**src/rtl/raw_frame_sched_if.sv**
```systemverilog
// Scheduler control/status bundle: run control, staged config, timing
// strobes from the video timing generator, and per-frame selections.
interface raw_frame_sched_if #(
    parameter int FCNT_W = 16
);
    // run control and staged configuration
    logic              i_start;
    logic              i_abort;
    logic [FCNT_W-1:0] i_num_frames;
    logic              i_auto;
    logic              i_cfg_wr;
    logic [2:0]        i_cfg_pat;
    logic [1:0]        i_cfg_bayer;
    // timing strobes
    logic              i_vsync;
    logic              i_de;
    logic              i_valid;
    // per-frame selections and status
    logic              o_gen_en;
    logic [2:0]        o_pat_sel;
    logic [1:0]        o_bayer_sel;
    logic [FCNT_W-1:0] o_frame_cnt;
    logic              o_busy;
    logic              o_done;
    logic [1:0]        o_err;

    // drives the scheduler (bench / system controller)
    modport master (
        output i_start, i_abort, i_num_frames, i_auto, i_cfg_wr, i_cfg_pat, i_cfg_bayer,
        output i_vsync, i_de, i_valid,
        input  o_gen_en, o_pat_sel, o_bayer_sel, o_frame_cnt, o_busy, o_done, o_err
    );

    // the scheduler itself
    modport slave (
        input  i_start, i_abort, i_num_frames, i_auto, i_cfg_wr, i_cfg_pat, i_cfg_bayer,
        input  i_vsync, i_de, i_valid,
        output o_gen_en, o_pat_sel, o_bayer_sel, o_frame_cnt, o_busy, o_done, o_err
    );
endinterface

```
**src/rtl/raw_frame_sched.sv**
```systemverilog
// Frame-level scheduler for the Bayer test path. Arms on a start pulse,
// runs a fixed number of frames delimited by vsync falling edges, picks
// pattern/Bayer phase per frame (stable for the whole frame), gates the
// pattern generator and checks active line/frame geometry.
module raw_frame_sched #(
    parameter int FCNT_W     = 16,
    parameter int X_ACT_WID  = 12,
    parameter int Y_ACT_WID  = 12,
    parameter int NUM_PAT    = 5,
    parameter int EXP_HBEATS = 240,
    parameter int EXP_VLINES = 270
) (
    input  logic          i_pclk,
    input  logic          i_rstn,
    raw_frame_sched_if.slave bus
);
    typedef enum logic [1:0] {S_IDLE, S_ARM, S_RUN, S_DONE} state_t;

    localparam logic [2:0]           PAT_MAX = 3'(NUM_PAT - 1);
    localparam logic [X_ACT_WID-1:0] H_EXP   = X_ACT_WID'(EXP_HBEATS);
    localparam logic [Y_ACT_WID-1:0] V_EXP   = Y_ACT_WID'(EXP_VLINES);

    state_t              r_state, w_state_next;
    logic                r_vsync_d, r_de_d;
    logic [FCNT_W-1:0]   r_num_frames, r_frame_cnt;
    logic [2:0]          r_cfg_pat, r_pat_sel, w_pat_load;
    logic [1:0]          r_cfg_bayer, r_bayer_sel;
    logic                r_gen_en;
    logic [1:0]          r_err;
    logic [X_ACT_WID-1:0] r_hcnt;
    logic [Y_ACT_WID-1:0] r_vcnt;

    logic w_fb, w_de_fall, w_beat;
    logic w_start_ok, w_load_first, w_load_next, w_finish;

    // frame boundary = vsync falling edge; line end = de falling edge
    assign w_fb      = r_vsync_d && !bus.i_vsync;
    assign w_de_fall = r_de_d && !bus.i_de;
    assign w_beat    = bus.i_de && bus.i_valid;

    // next state and one-cycle action strobes; abort overrides everything
    always_comb begin
        w_state_next = r_state;
        w_start_ok   = 1'b0;
        w_load_first = 1'b0;
        w_load_next  = 1'b0;
        w_finish     = 1'b0;
        if (bus.i_abort && (r_state != S_IDLE)) begin
            w_state_next = S_IDLE;
        end else begin
            case (r_state)
                S_IDLE: if (bus.i_start) begin
                    w_state_next = S_ARM;
                    w_start_ok   = 1'b1;
                end
                S_ARM: if (w_fb) begin
                    w_state_next = S_RUN;
                    w_load_first = 1'b1;
                end
                S_RUN: if (w_fb) begin
                    if (r_frame_cnt >= r_num_frames) begin
                        w_state_next = S_DONE;
                        w_finish     = 1'b1;
                    end else begin
                        w_load_next = 1'b1;
                    end
                end
                S_DONE: w_state_next = S_IDLE;
                default: w_state_next = S_IDLE;
            endcase
        end
    end

    // pattern chosen for the frame that starts at this boundary
    always_comb begin
        w_pat_load = r_pat_sel;
        if (bus.i_auto) begin
            if (w_load_first || (r_pat_sel >= PAT_MAX))
                w_pat_load = 3'd0;
            else
                w_pat_load = r_pat_sel + 3'd1;
        end else begin
            w_pat_load = (r_cfg_pat > PAT_MAX) ? PAT_MAX : r_cfg_pat;
        end
    end

    // run control: state, edge detectors, staged config, per-frame selections
    always_ff @(posedge i_pclk or negedge i_rstn) begin
        if (!i_rstn) begin
            r_state      <= S_IDLE;
            r_vsync_d    <= 1'b0;
            r_de_d       <= 1'b0;
            r_cfg_pat    <= '0;
            r_cfg_bayer  <= '0;
            r_num_frames <= '0;
            r_frame_cnt  <= '0;
            r_pat_sel    <= '0;
            r_bayer_sel  <= '0;
            r_gen_en     <= 1'b0;
        end else begin
            r_state   <= w_state_next;
            r_vsync_d <= bus.i_vsync;
            r_de_d    <= bus.i_de;
            // a write coincident with a boundary lands after that boundary's load
            if (bus.i_cfg_wr) begin
                r_cfg_pat   <= bus.i_cfg_pat;
                r_cfg_bayer <= bus.i_cfg_bayer;
            end
            if (bus.i_abort && (r_state != S_IDLE))
                r_gen_en <= 1'b0;
            if (w_start_ok) begin
                r_num_frames <= (bus.i_num_frames == '0) ? FCNT_W'(1) : bus.i_num_frames;
                r_frame_cnt  <= '0;
            end
            if (w_load_first || w_load_next) begin
                r_frame_cnt <= w_load_first ? FCNT_W'(1) : (r_frame_cnt + FCNT_W'(1));
                r_gen_en    <= 1'b1;
                r_pat_sel   <= w_pat_load;
                r_bayer_sel <= r_cfg_bayer;
            end
            if (w_finish)
                r_gen_en <= 1'b0;
        end
    end

    // geometry check: beats per line and lines per frame while running
    always_ff @(posedge i_pclk or negedge i_rstn) begin
        if (!i_rstn) begin
            r_hcnt <= '0;
            r_vcnt <= '0;
            r_err  <= '0;
        end else if (w_start_ok) begin
            r_hcnt <= '0;
            r_vcnt <= '0;
            r_err  <= '0;
        end else begin
            if (r_state == S_RUN) begin
                if (w_de_fall) begin
                    if (r_hcnt != H_EXP)
                        r_err[0] <= 1'b1;
                    r_hcnt <= '0;
                    if (r_vcnt != '1)
                        r_vcnt <= r_vcnt + Y_ACT_WID'(1);
                end else if (w_beat && (r_hcnt != '1)) begin
                    r_hcnt <= r_hcnt + X_ACT_WID'(1);
                end
                // the ARM->RUN boundary is never checked: state is ARM there
                if (w_fb && !bus.i_abort && (r_vcnt != V_EXP))
                    r_err[1] <= 1'b1;
            end
            if (w_fb)
                r_vcnt <= '0;
        end
    end

    assign bus.o_gen_en    = r_gen_en;
    assign bus.o_pat_sel   = r_pat_sel;
    assign bus.o_bayer_sel = r_bayer_sel;
    assign bus.o_frame_cnt = r_frame_cnt;
    assign bus.o_busy      = (r_state == S_ARM) || (r_state == S_RUN);
    assign bus.o_done      = (r_state == S_DONE) && !bus.i_abort;
    assign bus.o_err       = r_err;
endmodule

```
**src/flat_wrapper.sv**
```systemverilog
// flat-port wrapper written by rule: the top's interface ports become plain ports
module raw_frame_sched_flat 
#(
    parameter int FCNT_W     = 16,
    parameter int X_ACT_WID  = 12,
    parameter int Y_ACT_WID  = 12,
    parameter int NUM_PAT    = 5,
    parameter int EXP_HBEATS = 240,
    parameter int EXP_VLINES = 270
)
  (i_pclk, i_rstn, bus_i_start, bus_i_abort, bus_i_num_frames, bus_i_auto, bus_i_cfg_wr, bus_i_cfg_pat, bus_i_cfg_bayer, bus_i_vsync, bus_i_de, bus_i_valid, bus_o_gen_en, bus_o_pat_sel, bus_o_bayer_sel, bus_o_frame_cnt, bus_o_busy, bus_o_done, bus_o_err);
  raw_frame_sched_if #(.FCNT_W(FCNT_W)) bus_i ();
  input  logic i_pclk;
  input  logic i_rstn;
  input wire logic [$bits(bus_i.i_start)-1:0] bus_i_start;
  input wire logic [$bits(bus_i.i_abort)-1:0] bus_i_abort;
  input wire logic [$bits(bus_i.i_num_frames)-1:0] bus_i_num_frames;
  input wire logic [$bits(bus_i.i_auto)-1:0] bus_i_auto;
  input wire logic [$bits(bus_i.i_cfg_wr)-1:0] bus_i_cfg_wr;
  input wire logic [$bits(bus_i.i_cfg_pat)-1:0] bus_i_cfg_pat;
  input wire logic [$bits(bus_i.i_cfg_bayer)-1:0] bus_i_cfg_bayer;
  input wire logic [$bits(bus_i.i_vsync)-1:0] bus_i_vsync;
  input wire logic [$bits(bus_i.i_de)-1:0] bus_i_de;
  input wire logic [$bits(bus_i.i_valid)-1:0] bus_i_valid;
  output wire logic [$bits(bus_i.o_gen_en)-1:0] bus_o_gen_en;
  output wire logic [$bits(bus_i.o_pat_sel)-1:0] bus_o_pat_sel;
  output wire logic [$bits(bus_i.o_bayer_sel)-1:0] bus_o_bayer_sel;
  output wire logic [$bits(bus_i.o_frame_cnt)-1:0] bus_o_frame_cnt;
  output wire logic [$bits(bus_i.o_busy)-1:0] bus_o_busy;
  output wire logic [$bits(bus_i.o_done)-1:0] bus_o_done;
  output wire logic [$bits(bus_i.o_err)-1:0] bus_o_err;
  assign bus_i.i_start = bus_i_start;
  assign bus_i.i_abort = bus_i_abort;
  assign bus_i.i_num_frames = bus_i_num_frames;
  assign bus_i.i_auto = bus_i_auto;
  assign bus_i.i_cfg_wr = bus_i_cfg_wr;
  assign bus_i.i_cfg_pat = bus_i_cfg_pat;
  assign bus_i.i_cfg_bayer = bus_i_cfg_bayer;
  assign bus_i.i_vsync = bus_i_vsync;
  assign bus_i.i_de = bus_i_de;
  assign bus_i.i_valid = bus_i_valid;
  assign bus_o_gen_en = bus_i.o_gen_en;
  assign bus_o_pat_sel = bus_i.o_pat_sel;
  assign bus_o_bayer_sel = bus_i.o_bayer_sel;
  assign bus_o_frame_cnt = bus_i.o_frame_cnt;
  assign bus_o_busy = bus_i.o_busy;
  assign bus_o_done = bus_i.o_done;
  assign bus_o_err = bus_i.o_err;
  raw_frame_sched #(.FCNT_W(FCNT_W), .X_ACT_WID(X_ACT_WID), .Y_ACT_WID(Y_ACT_WID), .NUM_PAT(NUM_PAT), .EXP_HBEATS(EXP_HBEATS), .EXP_VLINES(EXP_VLINES)) u_core (.i_pclk(i_pclk), .i_rstn(i_rstn), .bus(bus_i));
endmodule
```
**config.mk**
```make
export PLATFORM = sky130hd
export DESIGN_NAME = raw_frame_sched_flat
export DESIGN_NICKNAME = d
export VERILOG_FILES = /design/src/rtl/raw_frame_sched_if.sv /design/src/rtl/raw_frame_sched.sv /design/src/flat_wrapper.sv
export SDC_FILE = /design/constraint.sdc
export NUM_CORES = 1
export LEC_CHECK = 0
export ABC_AREA = 1
export CAP_MARGIN = 5
export CORE_MARGIN = 2
export CORE_UTILIZATION = 55
export CTS_BUF_LIST = sky130_fd_sc_hd__clkbuf_8
export DETAILED_ROUTE_END_ITERATION = 10
export PLACE_DENSITY_LB_ADDON = 0.1
export SETUP_SLACK_MARGIN = 0.1
export SLEW_MARGIN = 0
export SYNTH_ARGS = -nofsm -noshare
export SYNTH_HDL_FRONTEND = slang
export SYNTH_SLANG_ARGS = --single-unit
```
**constraint.sdc**
```tcl
create_clock -name i_pclk -period 2.1 [get_ports i_pclk]
set_clock_uncertainty 0.05 [all_clocks]
set_input_delay 0.42 -clock i_pclk [delete_from_list [all_inputs] [get_ports i_pclk]]
set_output_delay 0.42 -clock i_pclk [all_outputs]
set_load 0.01 [all_outputs]
```
==> flow_results.org <==
** Outcome
- The run finished with clean final reports.

** Clock tree
- TritonCTS clock tree :: built
- Clock-pin slew was measured on the worst setup and hold paths at 70 ps.
- Hold buffers post-CTS :: 0
- The clock net in this run drives a total of 73 sinks.
- Total clock buffers created by CTS :: 9
- Source-to-sink clock delay at the later pin of the worst-skew pair :: 350 ps
- Buffer levels on the longest clock path :: 2
- Number of H-tree levels :: 3
- Root buffer cell :: sky130_fd_sc_hd__clkbuf_8

** Die
- For this configuration, the core starts out at a cell density of 56.4%.
- Die Height :: 92.6 um
- The floorplan has 32 rows.
- # IOs :: 56
- The floorplan step set the die width to 92.6 um.
- The floorplan step defined a core boundary enclosing 7650 um2.
- Die area :: 8570 um2

** Logic synthesis
- Synth Net Count :: 604
- By instance count, the leading cell after synthesis is sky130_fd_sc_hd__nand2_1.
- Area share of xor/xnor cells in the synthesized design :: 3.86%
- FF+latch count, synth :: 73
- Async set-reset flop share out of synthesis :: 100%
- Basic-gate share of the synthesized area counting and, or, nand and nor cells :: 28.8%
- Yosys printed 0 warnings.
- In the post-synthesis netlist, the biggest area contributors are sky130_fd_sc_hd__dfrtp_1 (42%), sky130_fd_sc_hd__nand2_1 (12%), sky130_fd_sc_hd__ha_1 (7.5%).
- Summing the areas of all compound-gate instances in the mapped netlist gives 9.81% of the synthesized area.
- Adder-cell area share of the yosys netlist :: 7.54%
- Counting flops with a built-in enable in the synthesized netlist gives 0.
- Synth Flop Type :: sky130_fd_sc_hd__dfrtp_1
- Post-synthesis mux area share :: 0.522%
- The netlist uses 41 different library cells.
- A synthesized cell averages 7.87 um2.
- After synthesis, the largest area contributor takes up 42.4% of total cell area.
- By count the netlist is led by sky130_fd_sc_hd__nand2_1 (139), sky130_fd_sc_hd__dfrtp_1 (73), sky130_fd_sc_hd__nor2_1 (53), sky130_fd_sc_hd__inv_1 (52), sky130_fd_sc_hd__nand3_1 (27).
- In the synthesized netlist, the number of instances is 548.
- Sequential elements use 42.4% of the synthesized area.
- After synthesis the cells add up to 4310 um2.
- Combinational family with the most area after synthesis :: simple AND/OR/NAND/NOR gates
- The largest total area in the synthesized netlist belongs to sky130_fd_sc_hd__dfrtp_1.

** Layout
- The repair_antennas step left the layout with diodes totalling 0.
- P&R area growth vs syn :: 29.3%
- Cells with a size suffix above 1 make up 14.7% of the layout.
- The net count of the finished layout is 703.
- Finished Core Util :: 72.9%
- Final-layout fill cell count :: 590
- Summing all multi-input logic gate instances after layout gives 2240 um2.
- Area occupied by registers :: 1830 um2

** Placed design
- Input/output buffers :: 55
- Detailed placement finished with a half-perimeter wire length of 7700 um.
- At the end of routability-driven placement, the weighted congestion stood at 0.912.
- Timing analysis after detailed placement gives a worst setup slack of -102 ps.

** Power and ir drop
- Maximum ir drop on the vdd rail :: 0.733 mV
- In this run, the clock network consumes 22.9% of the power.
- The internal power of the cells totals 3.33 mW.
- The analysis attributes to cell leakage a power of 2.72 nW.
- The design draws 5.19 mW.
- For this design the ratio of total power to cell area is 930 nW/um2.
- Combinational logic burns 40.4% of the power.
- Fraction of power spent switching nets :: 35.8%
- Seq pwr share :: 36.6%
- Switching Power :: 1.85 mW

** STA
- Summed over all failing endpoints, the final setup total negative slack is 0 ps.
- Setup violators final :: 0
- The total count of hold-check failures in the final report came to 0.
- Measured against its own limit, the worst slew margin works out to 59.2%.
- For the pin with the worst max-slew slack, the measured transition is 612 ps.
- Final critical-path share of the clock period :: 90.3%
- Subtracting the final worst setup slack from the clock period gives 1900 ps.
- Fmax :: 0.527 GHz
- Hold is met by 33.3 ps.
- In the post-route analysis, the smallest setup slack over all paths is 204 ps.
- The count of pins over their slew limit is 0.
- RSZ-0062 raised after global routing :: false

** Critical path
- Start-to-end type of the worst setup path :: reg -> reg
- The worst setup path is captured at a register.
- Arrival time of the worst setup path :: 2130 ps
- Cell breakdown of the critical path :: ha_1 > nand2_1 > nor2_1 > nor2_1 > nand2_1 > nand2_1 > nand2_1 > nand2_2 > nand3_4 > buf_8 > inv_1 > nand3_1 > nand2_1
- Worst stage delay on the critical path :: 440 ps
- The slowest stage of the critical path belongs to the cell sky130_fd_sc_hd__dfrtp_2.
- For the worst setup path, the data required time is 2330 ps.
- Cell occurring most often along the worst timing path :: sky130_fd_sc_hd__nand2_1
- The worst setup path is launched from a register.
- Path depth of the worst reg2reg path :: 13
- Crit path max fanout :: 17

** Global routing
- Across every metal layer, demand over resource in global routing totals 26.0%.
- Remaining Overflow, GRT :: 0
- Number of antenna violations at the first check in global routing :: 0
- The first global-routing pass estimated 17900 um of wire.
- Largest net degree at the start of global routing :: 34
- Via count of the first global-routing pass :: 3958

** Detailed routing
- In the final routed layout, each cell accounts on average for 13.9 um.
- First-pass DRT Iterations :: 5
- Total detailed-routing wirelength :: 10500 um
- Number of violations reported at the end of detailed-routing iteration 0 :: 186
- DR vias :: 3991
- Using the TritonRoute via totals, the vias-per-cell ratio works out to 5.30.
- Number of antenna-violating nets in the routed design :: 0
- After detailed routing, the number of remaining DRC violations is 0.

** Worst hold path
- Class of the worst hold path :: in -> async

** Run
- Reported max-cap violation count :: 0
-- area by class of cell --
class | count | share of cell area (%)
clock inverter | 5 | 1.30
multi-input combinational | 399 | 40.2
clock buffer | 10 | 2.47
inverter | 63 | 4.28
tap | 102 | 2.29
timing repair buffer | 101 | 16.7
sequential | 73 | 32.8
-- logic make-up after synthesis --
group / after synthesis
multiplexers: 2
buffers and inverters: 76
AND/OR/NAND/NOR: 278
flip-flops: 73
adder cells (fa/ha/maj): 26
XOR/XNOR: 19
AO/OA/AOI/OAI: 74
-- routing by layer --
layer | up-vias | GRT usage [%] | part of all wire (%)
met2 | 96 | 41.9 | 48
met3 | 13 | 4.88 | 4.7
met4 | 0 | 8.96 | 1.3
li1 | 2020 | - | -
met1 | 1862 | 35.3 | 46
met5 | - | 0 | 0
-- repair_timing --
action | 4_1_cts | 5_1_grt
setup endpoints to repair | 2 | 40
pin swaps | 0 | 4
buffers inserted | 1 | 2
gates resized for setup | 2 | 18
-- layout by cell type (no fill, tap or decap), drive strengths merged --
master           n
o22ai            1
and3             1
o22a             1
a41oi            1
clkinv           3
nand2          144
a21oi           24
ha              26
xor2            16
o21ai           34
o31ai            3
a31oi            4
inv             63
nor4             6
o21bai           1
clkdlybuf4s50   52
xnor2            3
nor2            59
nand3b           3
buf             47
nor4b            1
mux2             2
bufinv           2
dlygate4sd2      2
o32ai            1
o21a             3
a22oi            1
nand3           30
dfrtp           73
clkbuf          10
nand4           26
nor3             7
or2              1
-- sequential cells by signal (all words and copies together) (netlist names) --
register / count
u_core.bus.o_frame_cnt: 16
u_core.r_num_frames: 16
u_core.r_hcnt: 12
u_core.r_vcnt: 12
u_core.bus.o_pat_sel: 3
u_core.r_cfg_pat: 3
u_core.bus.o_bayer_sel: 2
u_core.bus.o_err: 2
u_core.r_cfg_bayer: 2
u_core.r_state: 2
u_core.bus.o_gen_en: 1
u_core.r_de_d: 1
u_core.r_vsync_d: 1
-- path summary, 6_finish.rpt --
check / startpoint / slack [ps] / to
worst max-delay path: u_core.bus.o_frame_cnt[1] / 200 / u_core.bus.o_frame_cnt[13]
worst min-delay path: i_rstn / 30 / u_core.bus.o_frame_cnt[2]
worst max register to register: u_core.bus.o_frame_cnt[1] / 200 / u_core.bus.o_frame_cnt[13]
worst min register to register: u_core.r_cfg_bayer[0] / 420 / u_core.bus.o_bayer_sel[0]
max in group asynchronous: i_rstn / 1390 / u_core.r_num_frames[15]
min in group i_pclk: u_core.r_cfg_bayer[0] / 420 / u_core.bus.o_bayer_sel[0]
-- worst max-delay path, delay by kind of cell (launching register included) --
family                     cells  cell delay, ps
and+or+nand+nor               10             760
DFF                            1             440
buffers and inverters          2             260
adders and majority gates      1             320
-- metrics by stage --
step | instances | area (um2)
floorplan | 548 | 4310
global placement | 735 | 5280
detailed placement | 735 | 5280
CTS | 751 | 5490
global route | 753 | 5580
finish | 753 | 5580
-- power by group through the flow --
stage	sequential (mW)	combinational, mW	clock (mW)
6_report	1.90	2.10	1.19
4_1_cts	1.90	1.99	1.21
3_3_place_gp	1.92	1.90	0
5_1_grt	1.94	2.38	1.27
2_1_floorplan	1.92	1.17	0
3_5_place_dp	1.92	1.98	0
Note: power is estimated with default switching activity, not from simulation.
